**config.mk**
```make
export PLATFORM = sky130hd
export DESIGN_NAME = tod_clock_core
export DESIGN_NICKNAME = d
export VERILOG_FILES = /design/src/rtl/tod_pkg.sv /design/src/rtl/tod_mod_counter.sv /design/src/rtl/tod_clock_core.sv
export SDC_FILE = /design/constraint.sdc
export NUM_CORES = 1
export LEC_CHECK = 0
export CAP_MARGIN = 0
export CORE_MARGIN = 3
export CORE_UTILIZATION = 56
export CTS_CLUSTER_DIAMETER = 60
export DETAILED_ROUTE_END_ITERATION = 16
export PLACE_DENSITY = 0.82
export SLEW_MARGIN = 10
export SYNTH_ARGS = -nofsm -noshare
export SYNTH_HDL_FRONTEND = slang
export SYNTH_SLANG_ARGS = --single-unit
```
**constraint.sdc**
```tcl
create_clock -name clk -period 4.8 [get_ports clk]
set_input_delay 0.96 -clock clk [delete_from_list [all_inputs] [get_ports clk]]
set_output_delay 0.96 -clock clk [all_outputs]
set_load 0.05 [all_outputs]
```
**src/rtl/tod_pkg.sv**
```systemverilog
// tod_pkg: shared field-select codes, field limits and BCD helper for the time-of-day clock.
package tod_pkg;
  localparam logic [1:0] SEL_SEC  = 2'd0;
  localparam logic [1:0] SEL_MIN  = 2'd1;
  localparam logic [1:0] SEL_HOUR = 2'd2;
  localparam logic [5:0] MAX_SEC  = 6'd59;
  localparam logic [5:0] MAX_MIN  = 6'd59;
  localparam logic [4:0] MAX_HOUR = 5'd23;

  function automatic logic [7:0] bin6_to_bcd2(input logic [5:0] v);
    logic [3:0] t;
    t = (v >= 6'd60) ? 4'd6 : 4'(v / 6'd10);
    return {t, 4'(v - 6'(t) * 6'd10)};
  endfunction
endpackage

```
**src/rtl/tod_mod_counter.sv**
```systemverilog
// tod_mod_counter: modulo-N field counter with parallel load, increment enable and carry-out.
module tod_mod_counter #(
  parameter int N         = 60,
  parameter int W         = 6,
  parameter int RESET_VAL = 0
) (
  input  logic         clk,
  input  logic         rst_n,
  input  logic         i_load,
  input  logic [W-1:0] i_load_val,
  input  logic         i_inc,
  output logic [W-1:0] o_val,
  output logic         o_carry
);
  logic [W-1:0] r_val;

  assign o_val   = r_val;
  assign o_carry = i_inc && r_val == W'(N - 1);

  always_ff @(posedge clk or negedge rst_n)
    if (!rst_n) r_val <= W'(RESET_VAL);
    else if (i_load) r_val <= i_load_val;
    else if (i_inc) r_val <= o_carry ? '0 : r_val + 1'b1;
endmodule

```
**src/rtl/tod_clock_core.sv**
```systemverilog
// tod_clock_core: prescaled hh:mm:ss clock with synchronous set, 12/24h display, alarm and status pulses.
module tod_clock_core
  import tod_pkg::*;
#(
  parameter int CLK_HZ     = 50_000_000,
  parameter int TICK_HZ    = 1,
  parameter int RESET_HOUR = 0,
  parameter int RESET_MIN  = 0
) (
  input  logic       clk,
  input  logic       rst_n,
  input  logic       run_en,
  input  logic       mode_12h,
  input  logic       set_stb,
  input  logic [1:0] set_sel,
  input  logic [5:0] set_val,
  input  logic       alarm_en,
  input  logic [4:0] alarm_hour,
  input  logic [5:0] alarm_min,
  output logic [7:0] hour_bcd,
  output logic [7:0] min_bcd,
  output logic [7:0] sec_bcd,
  output logic       pm,
  output logic       tick,
  output logic       day_wrap,
  output logic       alarm_hit,
  output logic       set_err
);
  localparam int DIV = CLK_HZ / TICK_HZ;
  localparam int PW  = DIV > 1 ? $clog2(DIV) : 1;
  localparam logic [PW-1:0] LAST = PW'(DIV - 1);

  logic [PW-1:0] r_presc;
  logic          r_tick, r_day_wrap, r_alarm_hit, r_set_err;
  logic [5:0]    w_sec, w_min, w_next_min;
  logic [4:0]    w_hour, w_next_hour, w_h12;
  logic          w_set_ok, w_adv, w_sec_c, w_min_c, w_hour_c, w_alarm;

  assign w_set_ok = set_stb && (set_sel == SEL_SEC  ? set_val <= MAX_SEC :
                                set_sel == SEL_MIN  ? set_val <= MAX_MIN :
                                set_sel == SEL_HOUR ? set_val <= {1'b0, MAX_HOUR} : 1'b0);
  assign w_adv    = run_en && r_presc == LAST && !w_set_ok;

  always_ff @(posedge clk or negedge rst_n)
    if (!rst_n) r_presc <= '0;
    else if (w_set_ok) r_presc <= '0;
    else if (run_en) r_presc <= r_presc == LAST ? '0 : r_presc + 1'b1;

  tod_mod_counter #(.N(60), .W(6), .RESET_VAL(0)) u_sec (
    .clk(clk), .rst_n(rst_n), .i_load(w_set_ok && set_sel == SEL_SEC), .i_load_val(set_val),
    .i_inc(w_adv), .o_val(w_sec), .o_carry(w_sec_c)
  );
  tod_mod_counter #(.N(60), .W(6), .RESET_VAL(RESET_MIN)) u_min (
    .clk(clk), .rst_n(rst_n), .i_load(w_set_ok && set_sel == SEL_MIN), .i_load_val(set_val),
    .i_inc(w_sec_c), .o_val(w_min), .o_carry(w_min_c)
  );
  tod_mod_counter #(.N(24), .W(5), .RESET_VAL(RESET_HOUR)) u_hour (
    .clk(clk), .rst_n(rst_n), .i_load(w_set_ok && set_sel == SEL_HOUR), .i_load_val(set_val[4:0]),
    .i_inc(w_min_c), .o_val(w_hour), .o_carry(w_hour_c)
  );

  // Alarm compares the post-advance time; out-of-range alarm inputs can never equal it.
  assign w_next_min  = w_min_c ? 6'd0 : w_min + 6'd1;
  assign w_next_hour = w_hour_c ? 5'd0 : w_min_c ? w_hour + 5'd1 : w_hour;
  assign w_alarm     = alarm_en && w_sec_c && w_next_min == alarm_min && w_next_hour == alarm_hour;

  always_ff @(posedge clk or negedge rst_n)
    if (!rst_n) begin
      r_tick      <= 1'b0;
      r_day_wrap  <= 1'b0;
      r_alarm_hit <= 1'b0;
      r_set_err   <= 1'b0;
    end else begin
      r_tick      <= w_adv;
      r_day_wrap  <= w_hour_c;
      r_alarm_hit <= w_alarm;
      r_set_err   <= set_stb && !w_set_ok;
    end

  assign w_h12     = w_hour == 5'd0 ? 5'd12 : w_hour > 5'd12 ? w_hour - 5'd12 : w_hour;
  assign hour_bcd  = bin6_to_bcd2({1'b0, mode_12h ? w_h12 : w_hour});
  assign min_bcd   = bin6_to_bcd2(w_min);
  assign sec_bcd   = bin6_to_bcd2(w_sec);
  assign pm        = w_hour >= 5'd12;
  assign tick      = r_tick;
  assign day_wrap  = r_day_wrap;
  assign alarm_hit = r_alarm_hit;
  assign set_err   = r_set_err;
endmodule

```
==> results.txt <==
- The flow ran to the end, and the final reports show no timing, DRC or antenna violations.
- Proportion of synthesized area in mux cells: 2.44%
- Global-route wire length before repair: 15.2 mm
- Worst slack at placement: 0.208 ns
- DRC Markers: 0
- Relative to the synthesized area, the layout overhead comes to 18.5%.
* Total number of clock tree sinks: 47
- Critical path capture point type: output pin
- For this run, the top clock speed supported by timing is 0.217 GHz.
* CTS clock-pin slew for the worst setup and hold paths: 0.08 ns
- The clock tree synthesis step divided the H-tree into 2 levels.
* Worst-Margin Slew: 1.14 ns
- The die is 88.9 um wide.
* Number of post-CTS setup repair buffers: 0
- Worst min-delay path class: flop to flop
- The synthesized netlist devotes 7.73% of its cell area to adder and majority cells.
- Detailed-route via count: 3,556
- Count of cell types in the netlist: 66
- Simple-gate area share of the yosys netlist: 28.4%
* Number of enable flip-flop cells after synthesis: 0
- Each instance of the synthesized netlist takes up on average 8.23 sq um.
- The final critical path takes up 96.0% of the cycle.
- Compound-cell area share of the yosys netlist: 18.0%
* Peak supply drop: 0.000217 V
- At the later pin of the worst-skew pair, clock insertion delay measures 0.31 ns.
- Setup repair after global routing left no endpoint under its margin.
- Entering global routing, the biggest net connects 48 pins.
- Crit path launch type: primary input
- Routed via count divided by cell count: 6.03
- Detailed Place HPWL: 6.93 mm
* GRT Max-Usage Layer: met2
- Before antenna repair, the detailed router went through 4 iterations.
* Max-cap violations: 0
* Number of antenna repair diodes: 0
- Category of the most critical setup path: primary input to output pin
- For this run, the register share of the synthesized area comes to 30.5%.
- CTS Root Buffer Type: sky130_fd_sc_hd__clkbuf_8
* Primary FF master, synth: sky130_fd_sc_hd__dfrtp_1
- TritonCTS built the clock tree.
- Netlist area before placement: 3850 sq um
- Port buffering added 49 buffers.
* Share of the synthesized netlist area taken by xor and xnor gates: 7.05%
- CP required: 3.84 ns
- In the layout the commonest cells are 53 x sky130_fd_sc_hd__nor2_1, 47 x sky130_fd_sc_hd__nand2_1, 47 x sky130_fd_sc_hd__dfrtp_1.
* Max clock buf depth: 2
- Yosys printed 0 warnings.
- FP Rows: 29
* Most common cell after layout, fill and taps aside: sky130_fd_sc_hd__nor2_1
- The max-slew violation count was 0.
- Static power due to leakage: 1.89 nW
- Antenna violations before repair: 0
* Via count of the first global-routing pass: 3,341
* Core utilization of the finished layout: 70.3%
* Final hold violation count: 0
* GRT met1 Usage: 33.3%
* Min setup slack post-route: 0.191 ns
* Detailed Route Iter0 Violations: 199
* Remaining antenna violation count after routing: 0
- Critical path data arrival time: 3.65 ns
* Met2 track demand over resource: 39.6%
- Largest driver fanout on the critical path: 4
* Residual overflow from global routing: 0
* Total detailed-routing wirelength: 9.06 mm
* Avg WL per Cell: 15.3 um
- Accumulated negative setup slack: 0 ns
- Setup Skew: 0.0129 ns
* Number of instances in the synthesized netlist: 468
- In the global route stage, overall resource usage came out at 24.0%.
- In this run the power density over the cells is 456 nW/um^2.
* Die Span Y: 88.9 um
- Core box area: 6490 sq um
- Total Die Area: 7910 sq um
* Main combinational cell family by area after synthesis: simple AND/OR/NAND/NOR gates
- In the global route stage, met3 resource usage came out at 3.23%.
- Nets@finish: 559
- Measured against its own limit, the worst slew margin works out to 23.2%.
* Placer congestion estimate: 0.832
* Initial core utilization: 59.3%
- # setup viols final: 0
- Synthesis inferred 47 register bits.
- The post-route netlist has 8.19% of its cells at a drive strength greater than 1.
- The number of clock buffers added by TritonCTS is 5.
- Final critical delay including setup and external delays: 4.61 ns
- Async set or reset register ratio after synthesis: 100%
* Count of boundary I/O pins: 54
- The filler cells instantiated in the layout total 516.
==> registers in the layout, indices dropped and copies added, names as in the netlist <==
signal,cells
alarm_hit,1
day_wrap,1
r_presc,26
set_err,1
tick,1
u_hour.o_val,5
u_min.o_val,6
u_sec.o_val,6
==> metrics by stage <==
| step | instance area, sq um | std cells | power (mW) | hold slack (ns) |
|---|---|---|---|---|
| after floorplan | 3890 | 471 | 1.39 | 0.482 |
| after global placement | 4440 | 582 | 1.76 | 0.511 |
| after detailed placement | 4440 | 582 | 1.79 | 0.536 |
| after CTS | 4560 | 590 | 2.09 | 0.549 |
| after global routing | 4560 | 590 | 2.21 | 0.582 |
| final | 4560 | 590 | 2.08 | 0.553 |
==> cell type report <==
type | count | area (sq um) | area share, %
Clock buffer | 5 | 68.8 | 1.51
Multi-Input combinational cell | 372 | 2500 | 54.8
Tap cell | 77 | 96.3 | 2.11
Inverter | 32 | 120 | 2.63
Timing Repair Buffer | 54 | 556 | 12.2
Clock inverter | 3 | 47.5 | 1.04
Sequential cell | 47 | 1180 | 25.8
==> cells in the mapped netlist, types with 4 or more instances <==
cell / instances / share of area, %
sky130_fd_sc_hd__inv_1: 32 / 3.1
sky130_fd_sc_hd__clkbuf_1: 11 / 1.1
sky130_fd_sc_hd__nand2_1: 47 / 4.6
sky130_fd_sc_hd__nor3_1: 11 / 1.4
sky130_fd_sc_hd__a31oi_1: 5 / 0.81
sky130_fd_sc_hd__nand2b_1: 4 / 0.65
sky130_fd_sc_hd__and2_1: 4 / 0.65
sky130_fd_sc_hd__nand4_1: 5 / 0.81
sky130_fd_sc_hd__nor2_1: 53 / 5.2
sky130_fd_sc_hd__o21ai_0: 41 / 5.3
sky130_fd_sc_hd__a21oi_1: 20 / 2.6
sky130_fd_sc_hd__nand3_1: 24 / 3.1
sky130_fd_sc_hd__o211ai_1: 4 / 0.78
sky130_fd_sc_hd__or3_1: 6 / 0.98
sky130_fd_sc_hd__a221oi_1: 4 / 0.91
sky130_fd_sc_hd__xnor2_1: 20 / 4.5
sky130_fd_sc_hd__and3_1: 7 / 1.1
sky130_fd_sc_hd__nor4_1: 4 / 0.65
sky130_fd_sc_hd__ha_1: 19 / 6.2
sky130_fd_sc_hd__buf_4: 6 / 1.2
sky130_fd_sc_hd__xor2_1: 11 / 2.5
sky130_fd_sc_hd__o21a_1: 4 / 0.78
sky130_fd_sc_hd__mux2i_1: 6 / 1.6
sky130_fd_sc_hd__dfrtp_1: 47 / 31
==> logic make-up after synthesis <==
logic type      Yosys count
buf+inv                  52
fa+ha+maj                22
compound gates          110
simple gates            197
xor+xnor                 31
flops                    47
other cells               1
mux                       8
==> layer usage <==
metal	share of wire [%]	wire length (um)
met5	0	0
met4	1.2	106
met3	4.9	440
met2	48	4330
met1	46	4180
==> worst max-delay path, cell delays in order <==
cell                              delay (ns)
sky130_fd_sc_hd__clkdlybuf4s50_1        0.52
sky130_fd_sc_hd__o21a_1                 0.20
sky130_fd_sc_hd__nand2_1                0.07
sky130_fd_sc_hd__o211ai_1               0.16
sky130_fd_sc_hd__o21a_1                 0.24
sky130_fd_sc_hd__inv_1                  0.07
sky130_fd_sc_hd__ha_1                   0.31
sky130_fd_sc_hd__a31oi_2                0.10
sky130_fd_sc_hd__ha_1                   0.20
sky130_fd_sc_hd__fa_1                   0.41
sky130_fd_sc_hd__xnor2_2                0.24
sky130_fd_sc_hd__buf_12                 0.17
==> repair_timing <==
| item | CTS | global route |
|---|---|---|
| endpoints found under the setup margin | 0 | 2 |
| hold buffers | 0 | 0 |
| gates resized for setup | 0 | 2 |
==> worst paths after layout <==
path                                startpoint          end  slack (ns)  cells after the start
worst min-delay path                r_presc[3]   r_presc[3]        0.55                      1
max in group asynchronous                rst_n   r_presc[1]        3.31                      1
worst max register to register  u_min.o_val[0]    alarm_hit        1.88                      9
worst max-delay path                  mode_12h  hour_bcd[3]        0.19                     12
min in group asynchronous                rst_n  r_presc[24]        0.83                      1
worst min register to register      r_presc[3]   r_presc[3]        0.55                      1
==> power breakdown <==
group	total [mW]	internal (mW)	leakage [nW]	switching, mW
registers	0.521	0.430	0.624	0.0906
logic	1.26	0.489	1.20	0.771
clock network	0.299	0.158	0.0587	0.141
Power figures use the tool's default switching activity.
